`src/rtl/bullet_pkg.sv`:
```
// Shared constants and types for the bullet sprite scheduler.
// Slot record, travel direction and screen geometry.
package bullet_pkg;

  localparam int SPRITE_DIM = 7;
  localparam int SCREEN_W   = 640;
  localparam int SCREEN_H   = 480;
  localparam logic [3:0] TRANSPARENT_IDX = 4'd0;

  // Furthest legal top-left corner that keeps the sprite on screen
  localparam int X_MAX = SCREEN_W - 8;
  localparam int Y_MAX = SCREEN_H - 8;

  typedef enum logic [1:0] {
    DIR_UP    = 2'd0,
    DIR_DOWN  = 2'd1,
    DIR_LEFT  = 2'd2,
    DIR_RIGHT = 2'd3
  } dir_t;

  typedef struct packed {
    logic       valid;
    logic [9:0] x;
    logic [9:0] y;
    dir_t       dir;
  } bullet_slot_t;

  typedef enum logic {
    ST_IDLE,
    ST_UPDATE
  } fsm_t;

endpackage

```
`src/rtl/bullet_hit_finder.sv`:
```
// Per-slot sprite box compare, priority select, ROM address.
// Optional multi-hit flag when BULLET_COLLIDE_EN is defined.
module bullet_hit_finder
  import bullet_pkg::*;
#(
  parameter int NUM_BULLETS = 4
) (
  input  bullet_slot_t slots [NUM_BULLETS],
  input  logic [9:0]   draw_x,
  input  logic [9:0]   draw_y,
  output logic         hit,
  output logic [5:0]   rom_address
`ifdef BULLET_COLLIDE_EN
  ,
  output logic         multi
`endif
);

  logic [NUM_BULLETS-1:0] hits;
  logic [2:0]             ox;
  logic [2:0]             oy;

  // 11-bit box compare so x+7 never wraps
  always_comb begin
    hits = '0;
    for (int i = 0; i < NUM_BULLETS; i++) begin
      hits[i] = slots[i].valid
        && ({1'b0, draw_x} >= {1'b0, slots[i].x})
        && ({1'b0, draw_x} <
            {1'b0, slots[i].x} + 11'(SPRITE_DIM))
        && ({1'b0, draw_y} >= {1'b0, slots[i].y})
        && ({1'b0, draw_y} <
            {1'b0, slots[i].y} + 11'(SPRITE_DIM));
    end
  end

  // Lowest index wins; offsets are 0..6 inside a hit
  always_comb begin
    hit = 1'b0;
    ox  = '0;
    oy  = '0;
    for (int i = NUM_BULLETS - 1; i >= 0; i--) begin
      if (hits[i]) begin
        hit = 1'b1;
        ox  = 3'(draw_x - slots[i].x);
        oy  = 3'(draw_y - slots[i].y);
      end
    end
    rom_address = {3'b0, oy} * 6'd7 + {3'b0, ox};
  end

`ifdef BULLET_COLLIDE_EN
  logic [3:0] cnt;

  // Count overlapping hits for the collision flag
  always_comb begin
    cnt = '0;
    for (int i = 0; i < NUM_BULLETS; i++) begin
      cnt = cnt + 4'(hits[i]);
    end
    multi = (cnt > 4'd1);
  end
`endif

endmodule

```
`src/rtl/bullet_sprite_scheduler.sv`:
```
// Bullet slot table, per-frame mover FSM and pixel lookup.
// Define BULLET_COLLIDE_EN to add the registered collide output.
module bullet_sprite_scheduler
  import bullet_pkg::*;
#(
  parameter int NUM_BULLETS = 4,
  parameter int SPEED       = 2
) (
  input  logic                   vga_clk,
  input  logic                   reset_n,
  input  logic [9:0]             DrawX,
  input  logic [9:0]             DrawY,
  input  logic                   blank,
  input  logic                   frame_start,
  input  logic                   spawn_valid,
  output logic                   spawn_ready,
  input  logic [9:0]             spawn_x,
  input  logic [9:0]             spawn_y,
  input  logic [1:0]             spawn_dir,
  output logic [5:0]             rom_address,
  input  logic [3:0]             rom_q,
  output logic                   pix_valid,
  output logic [3:0]             pix_index,
  output logic [NUM_BULLETS-1:0] active_mask
`ifdef BULLET_COLLIDE_EN
  ,
  output logic                   collide
`endif
);

  localparam int IW =
    (NUM_BULLETS > 1) ? $clog2(NUM_BULLETS) : 1;

  bullet_slot_t  slots [NUM_BULLETS];
  bullet_slot_t  cur;
  bullet_slot_t  moved;
  bullet_slot_t  fresh;
  fsm_t          state;
  fsm_t          state_nx;
  logic [IW-1:0] idx;
  logic [IW-1:0] idx_nx;
  logic [IW-1:0] free_idx;
  logic          any_free;
  logic          spawn_fire;
  logic          upd_en;
  logic          hit;
  logic          hit_q;
  logic          blank_q;

  // Lowest free slot and occupancy mask
  always_comb begin
    any_free = 1'b0;
    free_idx = '0;
    for (int i = NUM_BULLETS - 1; i >= 0; i--) begin
      if (!slots[i].valid) begin
        any_free = 1'b1;
        free_idx = IW'(i);
      end
    end
    for (int i = 0; i < NUM_BULLETS; i++) begin
      active_mask[i] = slots[i].valid;
    end
  end

  assign spawn_ready =
    reset_n & (state == ST_IDLE) & any_free;
  assign spawn_fire = spawn_valid & spawn_ready;

  // FSM state and slot cursor
  always_ff @(posedge vga_clk or negedge reset_n) begin
    if (!reset_n) begin
      state <= ST_IDLE;
      idx   <= '0;
    end else begin
      state <= state_nx;
      idx   <= idx_nx;
    end
  end

  // Next state: one slot per cycle during UPDATE
  always_comb begin
    state_nx = state;
    idx_nx   = idx;
    upd_en   = 1'b0;
    unique case (state)
      ST_IDLE: begin
        if (frame_start) begin
          state_nx = ST_UPDATE;
          idx_nx   = '0;
        end
      end
      ST_UPDATE: begin
        upd_en = 1'b1;
        if (idx == IW'(NUM_BULLETS - 1)) begin
          state_nx = ST_IDLE;
          idx_nx   = '0;
        end else begin
          idx_nx = idx + IW'(1);
        end
      end
    endcase
  end

  // Move the visited slot, retiring it at the screen edge
  always_comb begin
    cur   = slots[idx];
    moved = cur;
    if (cur.valid) begin
      unique case (cur.dir)
        DIR_UP: begin
          if ({1'b0, cur.y} < 11'(SPEED)) moved.valid = 1'b0;
          else moved.y = cur.y - 10'(SPEED);
        end
        DIR_DOWN: begin
          if ({1'b0, cur.y} + 11'(SPEED) > 11'(Y_MAX))
            moved.valid = 1'b0;
          else moved.y = cur.y + 10'(SPEED);
        end
        DIR_LEFT: begin
          if ({1'b0, cur.x} < 11'(SPEED)) moved.valid = 1'b0;
          else moved.x = cur.x - 10'(SPEED);
        end
        DIR_RIGHT: begin
          if ({1'b0, cur.x} + 11'(SPEED) > 11'(X_MAX))
            moved.valid = 1'b0;
          else moved.x = cur.x + 10'(SPEED);
        end
      endcase
    end
  end

  // Incoming spawn record
  always_comb begin
    fresh.valid = 1'b1;
    fresh.x     = spawn_x;
    fresh.y     = spawn_y;
    fresh.dir   = dir_t'(spawn_dir);
  end

  // Slot table: spawn only in IDLE, move only in UPDATE
  always_ff @(posedge vga_clk or negedge reset_n) begin
    if (!reset_n) begin
      for (int i = 0; i < NUM_BULLETS; i++) begin
        slots[i] <= '0;
      end
    end else begin
      if (spawn_fire) slots[free_idx] <= fresh;
      if (upd_en) slots[idx] <= moved;
    end
  end

`ifdef BULLET_COLLIDE_EN
  logic multi;

  bullet_hit_finder #(
    .NUM_BULLETS (NUM_BULLETS)
  ) u_hit (
    .slots       (slots),
    .draw_x      (DrawX),
    .draw_y      (DrawY),
    .hit         (hit),
    .rom_address (rom_address),
    .multi       (multi)
  );

  // Collision flag aligned with the ROM read
  always_ff @(posedge vga_clk or negedge reset_n) begin
    if (!reset_n) collide <= 1'b0;
    else collide <= multi & blank;
  end
`else
  bullet_hit_finder #(
    .NUM_BULLETS (NUM_BULLETS)
  ) u_hit (
    .slots       (slots),
    .draw_x      (DrawX),
    .draw_y      (DrawY),
    .hit         (hit),
    .rom_address (rom_address)
  );
`endif

  // Align hit and blank with the 1-cycle ROM latency
  always_ff @(posedge vga_clk or negedge reset_n) begin
    if (!reset_n) begin
      hit_q   <= 1'b0;
      blank_q <= 1'b0;
    end else begin
      hit_q   <= hit;
      blank_q <= blank;
    end
  end

  assign pix_valid =
    hit_q & blank_q & (rom_q != TRANSPARENT_IDX);
  assign pix_index = pix_valid ? rom_q : '0;

endmodule

```
`config.mk`:
```
export PLATFORM = sky130hd
export DESIGN_NAME = bullet_sprite_scheduler
export DESIGN_NICKNAME = d
export VERILOG_FILES = /design/src/rtl/bullet_pkg.sv /design/src/rtl/bullet_hit_finder.sv /design/src/rtl/bullet_sprite_scheduler.sv
export SDC_FILE = /design/constraint.sdc
export NUM_CORES = 1
export LEC_CHECK = 0
export ABC_AREA = 1
export CAP_MARGIN = 10
export CORE_ASPECT_RATIO = 0.5
export CORE_UTILIZATION = 55
export CTS_CLUSTER_SIZE = 28
export DETAILED_ROUTE_END_ITERATION = 7
export PLACE_DENSITY_LB_ADDON = 0.08
export SYNTH_ARGS = -nofsm -noshare
export SYNTH_HDL_FRONTEND = slang
export SYNTH_SLANG_ARGS = --single-unit
```
`constraint.sdc`:
```
create_clock -name vga_clk -period 18.4 [get_ports vga_clk]
set_input_delay 3.68 -clock vga_clk [delete_from_list [all_inputs] [get_ports vga_clk]]
set_output_delay 3.68 -clock vga_clk [all_outputs]
set_load 0.005 [all_outputs]
```
Yosys cells after proc, flatten, opt, wreduce, memory -nomap -nowiden
Index checks and enable logic that the tools add are counted.

Add/sub/neg operators: 24. $mul: 1. Div/mod/pow operators: 0. Magnitude comparators: 24. Equal/unequal tests: 5. Shift operators: 0. Muxes and demuxes: 51. Bitwise gates (word level): 8. Reduce and logical (&&, ||, !) cells: 20.

Operator list (count): bitwise mux 92 bit (2); two-way mux 92 bit (2); demux 23 bit (select 2 bit) (2); two-way mux 23 bit (4); adder 10 x 3 -> 11 bit, second input constant (8); less-than comparator 10 x 11 -> 1 bit (8); greater-or-equal comparator 10 bit (8); binary-select mux 23 bit (select 2 bit) (1); two-way mux 10 bit (4); case mux 10 bit (2 select lines) (2); two-way mux 3 bit (8); subtractor 3 bit (8); adder 10 x 2 -> 11 bit, second input constant (2); two-way mux 21 bit (1); adder 10 x 2 -> 10 bit, second input constant (2); less-than comparator 10 x 2 -> 1 bit, second input constant (2); subtractor 10 x 2 -> 10 bit, second input constant (2); logical AND 1 bit (18); two-way mux 1 bit (15); two-way mux 2 bit (6); greater-than comparator 11 x 10 -> 1 bit, second input constant (1); greater-than comparator 11 x 9 -> 1 bit, second input constant (1); adder 6 x 3 -> 6 bit (1); == test 2 bit, second input constant (3); other kinds (15) (22).

Bits in registers: 97. Latch bits: 0. Bits in writable memories: 0. ROM bits: 0. Input port bits: 51. Output and inout bits: 16. Word-level logic and storage cells: 153. Memories: 0.

Logic depth before layout (Yosys ltp)
Depth in word-level cells: 13. Gate-level depth with buffers: 30. Depth with buffers taken out: 30.

By module
Synthesis repeated with hierarchy kept, for this count alone.

Cell total of the unflattened synthesis: 2075. Area total of the unflattened synthesis: 13574.3 µm².

Modules (own cells, without submodules): bullet_sprite_scheduler (times used 1, cells each 1138, area an instance 7503.4 µm², seq. area each 2427.3 µm²); bullet_hit_finder (times used 1, cells each 937, area an instance 6070.8 µm², seq. area each 0.0 µm²).

Least setup slack after synthesis
OpenSTA, ideal clock, no wires.

Kind: input port to output port. From: input port DrawY[0]. To: output port rom_address[5]. Arrival: 7.518 ns. Data required time: 14.720 ns. Slack: 7.202 ns. Stages: 20. Buffers on the path: 1. Cell sequence: inv_1 ha_1 or3b_2 nor4_1 nor2_1 nor2_1 nand3_1 clkbuf_1 nor2_1 nor2_1 nand2_1 o21ai_0 fa_1 inv_1 fa_1 inv_1 fa_1 nand3_1 nand2_1 xor2_1.

Cells in the longest elaborated chain, start to end: 9. Elaborated cells between the ends (all ways): 30. Those cells by class: add/sub (5); mul (1); order compare (8); mux (8); reduce/logical (8).

Ends and longest elaborated chain: start: declaration (RTL line bullet_sprite_scheduler.sv:12) `input logic [9:0] DrawY,`; greater-or-equal comparator 10 bit (RTL line bullet_hit_finder.sv:31) `&& ({1'b0, draw_y} >= {1'b0, slots[i].y})`; logical AND 1 bit (RTL line bullet_hit_finder.sv:31); logical AND 1 bit (RTL line bullet_hit_finder.sv:32) `&& ({1'b0, draw_y} <`; two-way mux 3 bit (4 in series) (RTL line bullet_hit_finder.sv:43) `if (hits[i]) begin`; multiplier 3 x 3 -> 6 bit (RTL line bullet_hit_finder.sv:49) `rom_address = {3'b0, oy} * 6'd7 + {3'b0, ox};`; adder 6 x 3 -> 6 bit (*) (RTL line bullet_hit_finder.sv:49); end: declaration (RTL line bullet_sprite_scheduler.sv:20) `output logic [5:0] rom_address,`.

Every way passes the cells marked *; elsewhere a longest branch is shown, timed or not.

Final worst setup path
From: input port DrawY[1]. To: output port rom_address[5].

The elaborated chain is that of the path after synthesis.

==> out/metrics.cfg <==
[setup_path]
regToRegSetupSlack_ps = 14570
worstPathRequired_ps = 14720
end_kind = output pin
start_kind = input port
path_class = in -> out
cp_max_fo = 13
cp.arrival_ps = 9160

[floorplan]
fp.coreArea_um2 = 23100
die_h_um = 111
initial_core_util = 0.568
die-area_um2 = 24500
ios = 67
fp.dieW_um = 220
num_rows = 39

[routing]
via_per_inst = 5.73
drc_errors = 4
first_pass_iters = 7
dr_total_vias = 13300
wire_per_inst_um = 18.1
routed_wl_um = 41800
ant_nets = 0
drt_first_iter_violations = 1407

[yosys]
ys_warn_count = 0
ys_seq_area_frac = 0.185
synth_seq_cells = 97
synth_area_per_cell_um2 = 6.62
ys_types = 52
synth_nets = 2228
postSynthCellCount = 1979
synthesis.area_um2 = 13100

[finish]
layout_common_cells = nand2_1, inv_1, ha_1, nand3_1, a21oi_1
n_antenna_cell = 0
multiInputGateArea_um2 = 9240
syn_to_final_growth_pct = 8.12
nNetsFinal = 2254
register_area_um2 = 2430
layout_commonest_cell = nand2_1
drive_gt1_frac = 0.0508
fillers = 2290

[timing]
period_minus_slack_ps = 12840
fin_tns_setup_ps = 0
rsz0062_at_grt = no
fmax_ghz = 0.0779
clock_skew_ps = 11.7
report.final.slew_viol_count = 0
max_slew_margin = 0.147
final_hold_viol_count = 0
final-setup-viol-count = 0
worst_slew_pin_slew_ps = 1280
fin_crit_sh = 0.698

[cts]
numCtsBuffers = 9
postCtsSetupBuffers = 0
htreeDepth = 3
ctsHoldBuffers = 0
cts_tree = done
cts_resized = 0
clk_path_buf_depth = 2
clk_pin_slew_ps = 70
root_buffer = clkbuf_16
clk_latency_ps = 370
clkSinkCount = 97

[place]
hpwl_um = 32000
globalplace.congestion = 0.976
io_buffers = 66

[grt]
first_global_vias = 12000
overflow = 0
grt_antenna_before_repair = 0
grt_max_degree = 67
globalRouteTotalUtil = 0.347
grt_pass1_wl_um = 66000

[job]
maxCapViolCount = 0

[status]
violations = design-rule violations
status = complete, but fails checks

[worst_hold_path]
min_path_type = reg -> reg

## kinds of logic (layout without fill, tap and decap cells)
group,after synthesis,count (layout),share of synthesized area
simple gates,939,939,0.317
buf+inv,350,380,0.111
compound gates,320,320,0.141
fa+ha+maj,198,198,0.196
flops,97,97,0.185
xor+xnor,75,75,0.0501
## flip-flops by register name, summed over array words and instances (netlist names)
name	flops
active_mask	4
blank_q	1
idx	2
slots	88
state	1
hit_q	1
## cell type report
class / instances / share of cell area
Sequential cell: 97 / 0.171
Inverter: 293 / 0.0780
Multi-Input combinational cell: 1532 / 0.652
Clock inverter: 5 / 0.00450
Timing Repair Buffer: 72 / 0.0496
Tap cell: 307 / 0.0271
Clock buffer: 10 / 0.0169
## worst max-delay path: stages
cell	delay, ps
clkdlybuf4s50_1	810
ha_1	500
or3b_2	430
nor4_1	190
nor2_1	80
nor2_1	110
nand3_1	330
nor2_1	210
nor2_1	80
nand2_1	60
o21ai_0	180
fa_1	580
inv_1	60
fa_1	520
inv_1	70
fa_1	450
nand3_1	100
nand2_1	70
xor2_1	130
clkdlybuf4s50_1	510
## per-stage QoR
step	setup slack, ps	area [um2]	util	std cells	hold WS (ps)
2_1_floorplan	7200	13100	-	1979	544
3_3_place_gp	5660	13900	0.601	2301	572
3_5_place_dp	5560	13900	0.601	2301	593
4_1_cts	5530	14200	0.614	2316	613
5_1_grt	5150	14200	0.614	2316	638
6_report	5560	14200	0.614	2316	607
## cells in the mapped netlist, drive strengths merged
master	n	area (um2)
nand2	551	2170
inv	290	1090
ha	186	2330
nand3	184	958
o21ai	135	698
nor2	125	519
a21oi	117	597
dfrtp	97	2430
xor2	62	543
nand4	44	290
buf	32	252
o211ai	30	225
clkbuf	25	93.8
nor3	17	85.1
a211oi	15	113
xnor2	13	114
fa	12	240
nor4	6	43.8
o2111ai	6	52.6
nor3b	5	37.5
a31oi	4	25.0
a32oi	3	52.6
clkinv	3	11.3
nand3b	3	22.5
or2	3	18.8
a21boi	2	15.0
a41oi	2	17.5
o21a	2	15.0
o21bai	2	15.0
o311ai	1	8.76
o31ai	1	7.51
or3b	1	8.76
## routing by layer
metal,up-vias,wire [um],global-route usage
li1,6574,-,-
met1,6078,19400,0.503
met2,566,17900,0.530
met3,62,3520,0.0565
met4,0,1010,0.0910
met5,-,0,0
## worst paths after layout
path	from	to	depth (start not counted)
max	DrawY[1]	rom_address[5]	20
min	slots[69]	slots[69]	4
max reg2reg	idx[1]	slots[90]	8
min reg2reg	slots[69]	slots[69]	4
max in group asynchronous	reset_n	idx[0]	2
min in group asynchronous	reset_n	slots[6]	1
Power is left out: the tool's default activity adds up to more than one toggle a clock period on the data nets, which glitch-free logic cannot reach.
